--- config.mk ---
export PLATFORM = sky130hd
export DESIGN_NAME = md_issue_ctrl
export DESIGN_NICKNAME = d
export VERILOG_FILES = /design/src/rtl/md_issue_ctrl.sv
export SDC_FILE = /design/constraint.sdc
export NUM_CORES = 1
export LEC_CHECK = 0
export BUFFER_PORTS_ARGS = -buffer_cell sky130_fd_sc_hd__buf_2
export CAP_MARGIN = 20
export CORE_AREA = 3 3 78 80
export DETAILED_ROUTE_END_ITERATION = 7
export DIE_AREA = 0 0 81 83
export PLACE_DENSITY_LB_ADDON = 0.1
export SLEW_MARGIN = 20
export SYNTH_ARGS = -nofsm -noshare
export SYNTH_HDL_FRONTEND = slang
export SYNTH_SLANG_ARGS = --single-unit
--- constraint.sdc ---
create_clock -name clk -period 2 [get_ports clk]
set_input_delay 0.4 -clock clk [delete_from_list [all_inputs] [get_ports clk]]
set_output_delay 0.4 -clock clk [all_outputs]
set_load 0.1 [all_outputs]
--- src/rtl/md_issue_ctrl.sv ---
// E-stage issue controller for the multiply/divide unit: accepts MD requests, stalls while the unit is occupied.
// Optional watchdog on a stuck md_busy is compiled in with `define MD_TIMEOUT_EN.
module md_issue_ctrl #(
   parameter int DATA_W      = 32,
   parameter int TIMEOUT_CYC = 16
) (
   input  logic              clk,
   input  logic              reset,
   input  logic              req_valid,
   input  logic [2:0]        req_op,
   input  logic [DATA_W-1:0] req_a,
   input  logic [DATA_W-1:0] req_b,
   input  logic              req_flush,
   output logic              stall,
   output logic [DATA_W-1:0] rd_data,
   output logic              md_done,
   output logic              md_start,
   output logic [2:0]        md_op,
   output logic [DATA_W-1:0] md_src1,
   output logic [DATA_W-1:0] md_src2,
   input  logic              md_busy,
   input  logic [DATA_W-1:0] md_out,
   output logic              md_timeout
);

   typedef enum logic [1:0] {
      IDLE   = 2'd0,
      LAUNCH = 2'd1,
      WAIT   = 2'd2
   } state_t;

   localparam logic [2:0] OP_DIVU = 3'd3;
   localparam logic [2:0] OP_MFHI = 3'd6;

   state_t state, state_nxt;
   logic   occupied;
   logic   accept;
   logic   done_nxt;
   logic   timeout_hit;

   // LAUNCH covers the cycle between md_start and md_busy rising
   assign occupied = (state != IDLE) | md_busy;
   assign accept   = req_valid & ~req_flush & ~occupied;
   assign stall    = req_valid & ~req_flush & occupied;

   // Idle md_op is a read code so the unit never sees a stray hi/lo write
   always_comb begin
      md_start = 1'b0;
      md_op    = OP_MFHI;
      md_src1  = '0;
      md_src2  = '0;
      rd_data  = '0;
      if (accept) begin
         md_op    = req_op;
         md_src1  = req_a;
         md_src2  = req_b;
         md_start = (req_op <= OP_DIVU);
         if (req_op >= OP_MFHI)
            rd_data = md_out;
      end
   end

`ifdef MD_TIMEOUT_EN
   localparam int CNT_W = $clog2(TIMEOUT_CYC + 1);

   logic [CNT_W-1:0] cnt, cnt_nxt;

   assign timeout_hit = (state == WAIT) && md_busy && (cnt == CNT_W'(TIMEOUT_CYC));

   always_comb begin
      cnt_nxt = cnt;
      case (state)
         LAUNCH:  cnt_nxt = '0;
         WAIT:    cnt_nxt = (cnt == {CNT_W{1'b1}}) ? cnt : cnt + CNT_W'(1);
         default: cnt_nxt = cnt;
      endcase
   end

   always_ff @(posedge clk or negedge reset) begin
      if (!reset) begin
         cnt        <= '0;
         md_timeout <= 1'b0;
      end else begin
         cnt <= cnt_nxt;
         if (timeout_hit)
            md_timeout <= 1'b1;
      end
   end
`else
   assign timeout_hit = 1'b0;
   assign md_timeout  = 1'b0;
`endif

   always_comb begin
      state_nxt = state;
      done_nxt  = 1'b0;
      case (state)
         IDLE: begin
            if (accept && (req_op <= OP_DIVU))
               state_nxt = LAUNCH;
         end
         LAUNCH: begin
            state_nxt = WAIT;
         end
         WAIT: begin
            if (!md_busy) begin
               state_nxt = IDLE;
               done_nxt  = 1'b1;
            end else if (timeout_hit) begin
               state_nxt = IDLE;
            end
         end
         default: begin
            state_nxt = IDLE;
         end
      endcase
   end

   always_ff @(posedge clk or negedge reset) begin
      if (!reset) begin
         state   <= IDLE;
         md_done <= 1'b0;
      end else begin
         state   <= state_nxt;
         md_done <= done_nxt;
      end
   end

endmodule
==> results of run 1 <==
-- stage by stage --
step	util	instances	power [mW]	TNS, ns
CTS	0.795	444	1.21	-3.54
detailed placement	0.777	436	1.00	-2.88
global placement	0.777	436	0.989	-2.05
floorplan	-	173	0.634	-11.95
finish	0.848	450	1.28	-3.41
global route	0.848	450	1.33	-9.67
-- cell usage after synthesis, types with 2 or more instances --
cell type   n
and3_1     65
nand2_1    32
nor3_2     28
clkbuf_1   18
buf_12      3
buf_2       3
dfrtp_1     3
nand3b_1    3
nor3_4      3
nor3b_1     3
nor3_1      2
-- timing repair --
action | in CTS | in global routing
resized for setup | 2 | 47
endpoints found under the setup margin | 88 | 100
setup buffers | 2 | 0
hold endpoints to repair | 3 | 0
hold buffers | 1 | 0
cloned | 1 | 6
pin swaps | 4 | 2
-- logic make-up (layout without fill, tap and decap cells) --
| family | after synthesis | count (layout) | share of synthesized area |
|---|---|---|---|
| buf+inv | 27 | 232 | 0.138 |
| other cells | 1 | 1 | 0.00314 |
| flops | 3 | 3 | 0.0628 |
| simple gates | 141 | 141 | 0.792 |
| compound gates | 1 | 1 | 0.00418 |
-- metal layers --
metal  track usage  part of all wire  vias up
met5             0                 0        -
met4        0.0384             0.015        0
met3        0.0770             0.087       10
met2         0.437              0.58      107
met1         0.221              0.32      985
li1              -                 -     1018
-- sequential cells by signal (all words and copies together) (netlist names) --
name,cells
md_done,1
state,2
-- power by group through the flow --
stage               clock network (mW)  registers [mW]  logic, mW
global route                     0.186          0.0664       1.07
floorplan                            0          0.0710      0.563
global placement                     0          0.0664      0.923
CTS                              0.183          0.0661      0.958
finish                           0.177          0.0661       1.03
detailed placement                   0          0.0666      0.935
-- path summary, 6_finish.rpt --
kind	slack [ns]	to
setup / recovery	-0.12	rd_data[3]
hold / removal	0.49	state[0]$_DFFE_PN0P_
setup reg to reg	0.81	state[0]$_DFFE_PN0P_
hold reg to reg	0.60	md_done$_DFF_PN0_
max in group asynchronous	1.36	state[1]$_DFFE_PN0P_
min in group asynchronous	0.53	md_done$_DFF_PN0_
-- worst max-delay path: cells and delay by family (launching register included) --
kind | cells | cell delay, ns
DFF | 1 | 0.37
buffers and inverters | 2 | 0.42
and+or+nand+nor | 2 | 0.71
-- final cells by class --
type / count / share of cell area
timing repair buffer: 227 / 0.628
multi-input combinational: 143 / 0.326
tap: 72 / 0.0194
sequential: 3 / 0.0162
clock buffer: 4 / 0.00970
inverter: 1 / 0.000809
==> flow_metrics.tcl, run 1 <==
set metrics [dict create \
    outcome "finished with violations" \
    violations "setup timing" \
    cts_buffer_depth 2 \
    yosysWarnings 0 \
    r2r_cells 3 \
    ys_ff_latch 3 \
    peakVddDrop_mv 0.213 \
    regArea_um2 75.1 \
    fmax_mhz 471 \
    antenna_found_initial 0 \
    layout_common_cells "buf_12, buf_2, and3_4, nor3_4, nand2_1" \
    grt_max_degree 37 \
    reg2reg_from "state[0]$_DFFE_PN0P_" \
    async_flop_share 1.00 \
    synth-edff-count 0 \
    placed_cell_area_mm2 0.00425 \
    switchingPower_mw 0.666 \
    numCtsBuffers 3 \
    area_delta_synth_final_pct 288 \
    clk_latency_ns 0.21 \
    antennaDiodeCount 0 \
    crit_start "state[0]$_DFFE_PN0P_" \
    fill_cells 286 \
    crit_fanout 20 \
    p_clk_frac 0.139 \
    final-hold-violation-count 0 \
    grt_pass1_wl_um 11800 \
    period_needed_ns 2.12 \
    gp_congestion 0.767 \
    critical_path_class "reg2out" \
    antenna_left 0 \
    power_leakage_nw 2.09 \
    die_w_um 81 \
    detail_route.iter0.violations 34 \
    arrival_ns 1.72 \
    seqPwrFrac 0.052 \
    cts.sinks 3 \
    pre_cts_slack_ns -0.117 \
    power-per-cell-area_mw_per_mm2 275 \
    viasPerCell 4.71 \
    worstPathRequired_ns 1.60 \
    synth_top_area_share 0.340 \
    hp-start "req_op[2]" \
    worstSetupStartpointType "flop" \
    holdWs_ns 0.495 \
    synth.net_count 277 \
    layout_setup_ws_ns -0.122 \
    cts_tree "done" \
    drive_gt1_frac 0.881 \
    multi_input_area_mm2 0.00151 \
    overflow 0 \
    fin_crit_sh 1.06 \
    first_global_vias 2272 \
    drc 0 \
    die_h_um 83 \
    avgSynthCellArea_um2 6.91 \
    gr-usage-all-layers 0.223 \
    crit_chain "or4b_4 -> buf_12 -> nor3_4 -> buf_12" \
    crit_top_cell "buf_12" \
    cp_slowest_cell "or4b_4" \
    rows 27 \
    htreeDepth 1 \
    io_buffers 205 \
    seq_area_frac_synth 0.0628 \
    synth_area_leader_cell "and3_1" \
    ioPinCount 207 \
    dp_hpwl_um 6520 \
    p_int_mw 0.611 \
    synth.area.top_cells "and3_1, nor3_2, nand2_1, dfrtp_1, clkbuf_1" \
    nNetsFinal 483 \
    p_comb_frac 0.809 \
    hold_depth 2 \
    vias 2120 \
    clk_pin_slew_ns 0.03 \
    critPathMaxStageDelay_ns 0.53 \
    cts_root_buffer "clkbuf_8" \
    drv_cap 0 \
    yosys_most_used_dff "dfrtp_1" \
    detail_route.wl_per_cell_um 18.6 \
    coreArea_mm2 0.00547 \
    endpoint_kind "primary output" \
    setup_violations 73 \
    final_area_mm2 0.00464 \
    worstHoldPathType "in2reg" \
    ys_types 21 \
    drv_slew 0 \
    rsz0062_at_grt "true" \
    syn_inst 173 \
    p_sw_frac 0.521 \
    fin_worst_skew_ns 0.00174 \
    syn_area_mm2 0.00120 \
    start_util 0.219 \
    first_pass_iters 4 \
    mostFrequentLayoutCell "buf_12" \
    die_area_mm2 0.00672 \
    routed_wl_um 8370 \
]
(Power assumes the default switching activity.)
==> run 2: changes to the inputs <==
- clock period: 2 -> 2.05 ns (I/O delays scaled with it)
==> run 2 against run 1 <==
Compared with the run above:
- the run still ends with setup timing left
- sequential share of layout area is 0.14 points higher
- flip-flop and latch count unchanged
- setup slack better by 0.015 ns
- critical endpoint is now rd_data[16]
- non-clock buffer count grew 3
- die area is the same
- routed wire length down 5.6%
==> flow_metrics.tcl, run 2 (same netlist as run 1, synthesis figures left out) <==
set metrics [dict create \
    layout_setup_ws_ns -0.107 \
    coreArea_mm2 0.00547 \
    rsz0062_at_grt "true" \
    crit_chain "or4b_4 -> clkbuf_16 -> nor3_4 -> buf_12" \
    first_global_vias 2186 \
    period_needed_ns 2.16 \
    nNetsFinal 486 \
    cts_tree "done" \
    antennaDiodeCount 0 \
    power_leakage_nw 2.15 \
    die_area_mm2 0.00672 \
    area_delta_synth_final_pct 263 \
    endpoint_kind "primary output" \
    violations "setup timing" \
    numCtsBuffers 3 \
    largest_reg_flops 2 \
    cp_top_family "simple AND/OR/NAND/NOR gates" \
    fmax_mhz 464 \
    dp_hpwl_um 6430 \
    grt_pass1_wl_um 11200 \
    cp_slowest_cell "or4b_4" \
    fill_cells 356 \
    critPathMaxStageDelay_ns 0.55 \
    drv_cap 0 \
    drive_gt1_frac 0.885 \
    outcome "finished with violations" \
    detail_route.wl_per_cell_um 17.4 \
    viasPerCell 4.70 \
    cts.sinks 3 \
    routed_wl_um 7900 \
    setup_violations 32 \
    critical_path_class "reg2out" \
    gp_congestion 0.771 \
    holdWs_ns 0.472 \
    antenna_found_initial 0 \
    vias 2127 \
    antenna_left 0 \
    die_h_um 83 \
    fin_crit_sh 1.05 \
    fin_worst_skew_ns 0.00583 \
    mostFrequentLayoutCell "buf_2" \
    gr-usage-all-layers 0.211 \
    peakVddDrop_mv 0.199 \
    io_buffers 205 \
    cts_buffer_depth 2 \
    power_mw 1.17 \
    largest_register "state" \
    rows 27 \
    overflow 0 \
    layout_common_cells "buf_2, buf_12, and3_2, nor3_4, nand2_1" \
    worstSetupStartpointType "flop" \
    die_w_um 81 \
    final-hold-violation-count 0 \
    drv_slew 0 \
    start_util 0.219 \
    power-per-cell-area_mw_per_mm2 270 \
    clk_pin_slew_ns 0.03 \
    arrival_ns 1.75 \
    crit_buf_inv 2 \
    crit_fanout 11 \
    reg.largest.list "state: 2 flops, md_done: 1 flops" \
    detail_route.iter0.violations 47 \
    ioPinCount 207 \
    grt_max_degree 68 \
    first_pass_iters 4 \
    worstHoldPathType "in2reg" \
    cts_root_buffer "clkbuf_8" \
    clk_latency_ns 0.22 \
    htreeDepth 1 \
    worstPathRequired_ns 1.64 \
    drc 0 \
]
-- run 2: cell count changes in the layout (fill, tap and decap cells not counted), sizes merged --
cell,before,now
clkbuf,8,7
buf,222,226
-- run 2: layout make-up --
class                      instances  area [um2]  share of cell area
multi-input combinational        143        1270               0.293
sequential                         3        76.3              0.0176
timing repair buffer             230        2850               0.658
clock buffer                       4        45.0              0.0104
tap                               72        90.1              0.0208
inverter                           1        3.75            0.000866
-- run 2: routing by layer --
layer | global-route usage | vias to the layer above | wire (um)
met1 | 0.204 | 987 | 2480
met4 | 0.0292 | 0 | 71
met2 | 0.409 | 113 | 4530
li1 | - | 1019 | -
met3 | 0.0911 | 8 | 820
met5 | 0 | - | 0
-- run 2: through the flow --
step	setup TNS (ns)	instances	setup slack [ns]	instance area (um2)	util
after floorplan	-10.95	173	-0.394	1490	-
after global placement	-0.496	437	-0.0211	4110	0.751
after detailed placement	-1.03	437	-0.0748	4110	0.751
after CTS	-1.79	442	-0.100	4170	0.761
after global routing	-4.41	453	-0.155	4340	0.792
final	-2.48	453	-0.107	4340	0.792
-- run 2: where the power goes --
group,internal [mW],switching [mW],total [mW]
Combinational,0.354,0.579,0.933
Clock,0.133,0.0399,0.173
Sequential,0.0621,0.00271,0.0648
Total,0.549,0.622,1.17
-- run 2: worst paths after layout --
check	startpoint	endpoint	slack, ns	cells after the start
max	state[0]$_DFFE_PN0P_	rd_data[16]	-0.11	4
min	req_op[2]	state[0]$_DFFE_PN0P_	0.47	2
max reg2reg	state[0]$_DFFE_PN0P_	state[0]$_DFFE_PN0P_	0.85	3
min reg2reg	state[1]$_DFFE_PN0P_	state[1]$_DFFE_PN0P_	0.57	1
max in group asynchronous	reset	state[1]$_DFFE_PN0P_	1.40	2
min in group asynchronous	reset	md_done$_DFF_PN0_	0.53	2
-- run 2: repair_timing --
item                       in CTS  in global routing
setup endpoints to repair      33                 99
setup buffers                   0                  7
cloned                          0                  4
hold endpoints to repair        3                  0
gates resized for setup         1                  6
pin swaps                       2                  1
hold buffers                    1                  0
==> run 3: changes to the inputs <==
- RECOVER_POWER: not set -> 50
==> run 3 against run 2 <==
Compared with the run above:
- the flow still finishes with violations (setup timing)
- register-to-register slack worse by 0.05 ns
- cell count unchanged
- routed wire length down 0.14%
- final area down 2.3%
- setup slack better by 0.0021 ns
- power down 1.5%
- worst hold slack better by 0.0063 ns
- die area unchanged
- critical path type unchanged
- largest cell class unchanged
- largest power group unchanged
==> flow_metrics.tcl, run 3 (same netlist as run 1, synthesis figures left out) <==
set metrics [dict create \
    antennaDiodeCount 0 \
    crit_chain "or4b_4 -> clkbuf_16 -> nor3_4 -> buf_12" \
    power_mw 1.15 \
    r2r_cells 3 \
    power-per-cell-area_mw_per_mm2 272 \
    grt_pass1_wl_um 11200 \
    gr-usage-all-layers 0.211 \
    hold_depth 2 \
    rrSetupSlack_ns 0.80 \
    crit_fanout 11 \
    critical_path_class "reg2out" \
    drc 0 \
    rows 27 \
    reg.largest.list "state: 2 flops, md_done: 1 flops" \
    pre_cts_slack_ns -0.0748 \
    area_delta_synth_final_pct 254 \
    cts_root_buffer "clkbuf_8" \
    reg2reg_from "state[0]$_DFFE_PN0P_" \
    p_comb_frac 0.794 \
    mostFrequentLayoutCell "buf_2" \
    start_util 0.219 \
    finalSetupTns_ns -2.53 \
    worstSetupStartpointType "flop" \
    drv_cap 0 \
    first_global_vias 2186 \
    peakVddDrop_mv 0.198 \
    first_pass_iters 4 \
    worstPathRequired_ns 1.64 \
    detail_route.iter0.violations 45 \
    switchingPower_mw 0.619 \
    fin_worst_skew_ns 0.00582 \
    p_sw_frac 0.537 \
    largest_register "state" \
    layout_common_cells "buf_2, buf_12, and3_2, nor3_4, nand2_1" \
    gp_congestion 0.771 \
    setup_violations 51 \
    fmax_mhz 464 \
    outcome "finished with violations" \
    dp_hpwl_um 6430 \
    worstHoldPathType "in2reg" \
    seqPwrFrac 0.056 \
    die_w_um 81 \
    numCtsBuffers 3 \
    vias 2115 \
    max_slew_margin 0.635 \
    hp-start "req_op[2]" \
    p_clk_frac 0.149 \
    clk_latency_ns 0.22 \
    nNetsFinal 486 \
    cts.sinks 3 \
    routed_wl_um 7890 \
    coreArea_mm2 0.00547 \
    hold_end "state[0]$_DFFE_PN0P_" \
    grt_max_degree 68 \
    largest_reg_flops 2 \
    critPathMaxStageDelay_ns 0.55 \
    antenna_found_initial 0 \
    final-hold-violation-count 0 \
    utilization 0.774 \
    clk_pin_slew_ns 0.03 \
    power_leakage_nw 2.13 \
    drive_gt1_frac 0.879 \
    drv_slew 0 \
    overflow 0 \
    timing.rr.end "state[0]$_DFFE_PN0P_" \
    fin_crit_sh 1.05 \
    detail_route.wl_per_cell_um 17.4 \
    ioPinCount 207 \
    htreeDepth 1 \
    arrival_ns 1.74 \
    violations "setup timing" \
    layout_setup_ws_ns -0.105 \
    endpoint_kind "primary output" \
    die_area_mm2 0.00672 \
    viasPerCell 4.67 \
    period_needed_ns 2.15 \
    die_h_um 83 \
    cp_slowest_cell "or4b_4" \
    antenna_left 0 \
    rsz0062_at_grt "true" \
    cts_tree "done" \
    cts_buffer_depth 2 \
    p_int_mw 0.534 \
    io_buffers 205 \
    worst_pin_slew_ns 0.549 \
]
-- run 3: changes by cell type in the layout (fill, tap and decap cells not counted), sizes merged --
cell,delta
buf,-3
clkbuf,+3
-- run 3: repair_timing --
action                                 4_1_cts  5_1_grt
setup buffers                                0        7
setup endpoints to repair                   33       99
hold buffers                                 1        0
cloned                                       0        4
resized for setup                            1        6
pin swaps                                    2        1
endpoints found under the hold margin        3        0
-- run 3: stage by stage --
stage	cells	hold WS [ns]	instance area [um2]
finish	453	0.478	4240
global route	453	0.483	4240
CTS	442	0.472	4170
detailed placement	437	0.209	4110
global placement	437	0.205	4110
floorplan	173	0.114	1490
-- run 3: area by class of cell --
| type | instances | area (um2) |
|---|---|---|
| well taps | 72 | 90.1 |
| clock buffers | 4 | 45.0 |
| inverters | 1 | 3.75 |
| fillers | 377 | 1240 |
| multi-input cells | 143 | 1260 |
| repair buffers | 230 | 2760 |
| flip-flops and latches | 3 | 76.3 |
-- run 3: worst max path at each step --
stage,from,cells past startpoint,endpoint
floorplan,req_flush,4,rd_data[30]
global placement,req_flush,5,rd_data[14]
detailed placement,req_flush,5,rd_data[20]
CTS,state[0]$_DFFE_PN0P_,4,rd_data[20]
global route,state[0]$_DFFE_PN0P_,4,rd_data[20]
finish,state[0]$_DFFE_PN0P_,4,rd_data[16]
-- run 3: worst max-delay path, delay by kind of cell (launching register included) --
family	cells	cell delay (ns)
DFF	1	0.37
buffers and inverters	2	0.43
and+or+nand+nor	2	0.72
-- run 3: power by group through the flow --
stage | clock network, mW | registers, mW | logic (mW)
detailed placement | 0 | 0.0651 | 0.881
finish | 0.172 | 0.0648 | 0.916
CTS | 0.173 | 0.0646 | 0.885
global placement | 0 | 0.0649 | 0.870
floorplan | 0 | 0.0693 | 0.531
global route | 0.187 | 0.0651 | 0.954
-- run 3: metal layers --
layer	up-vias	GRT usage	part of all wire
met5	-	0	0
met1	979	0.204	0.31
li1	1019	-	-
met3	8	0.0911	0.10
met4	0	0.0292	0.0090
met2	109	0.409	0.58
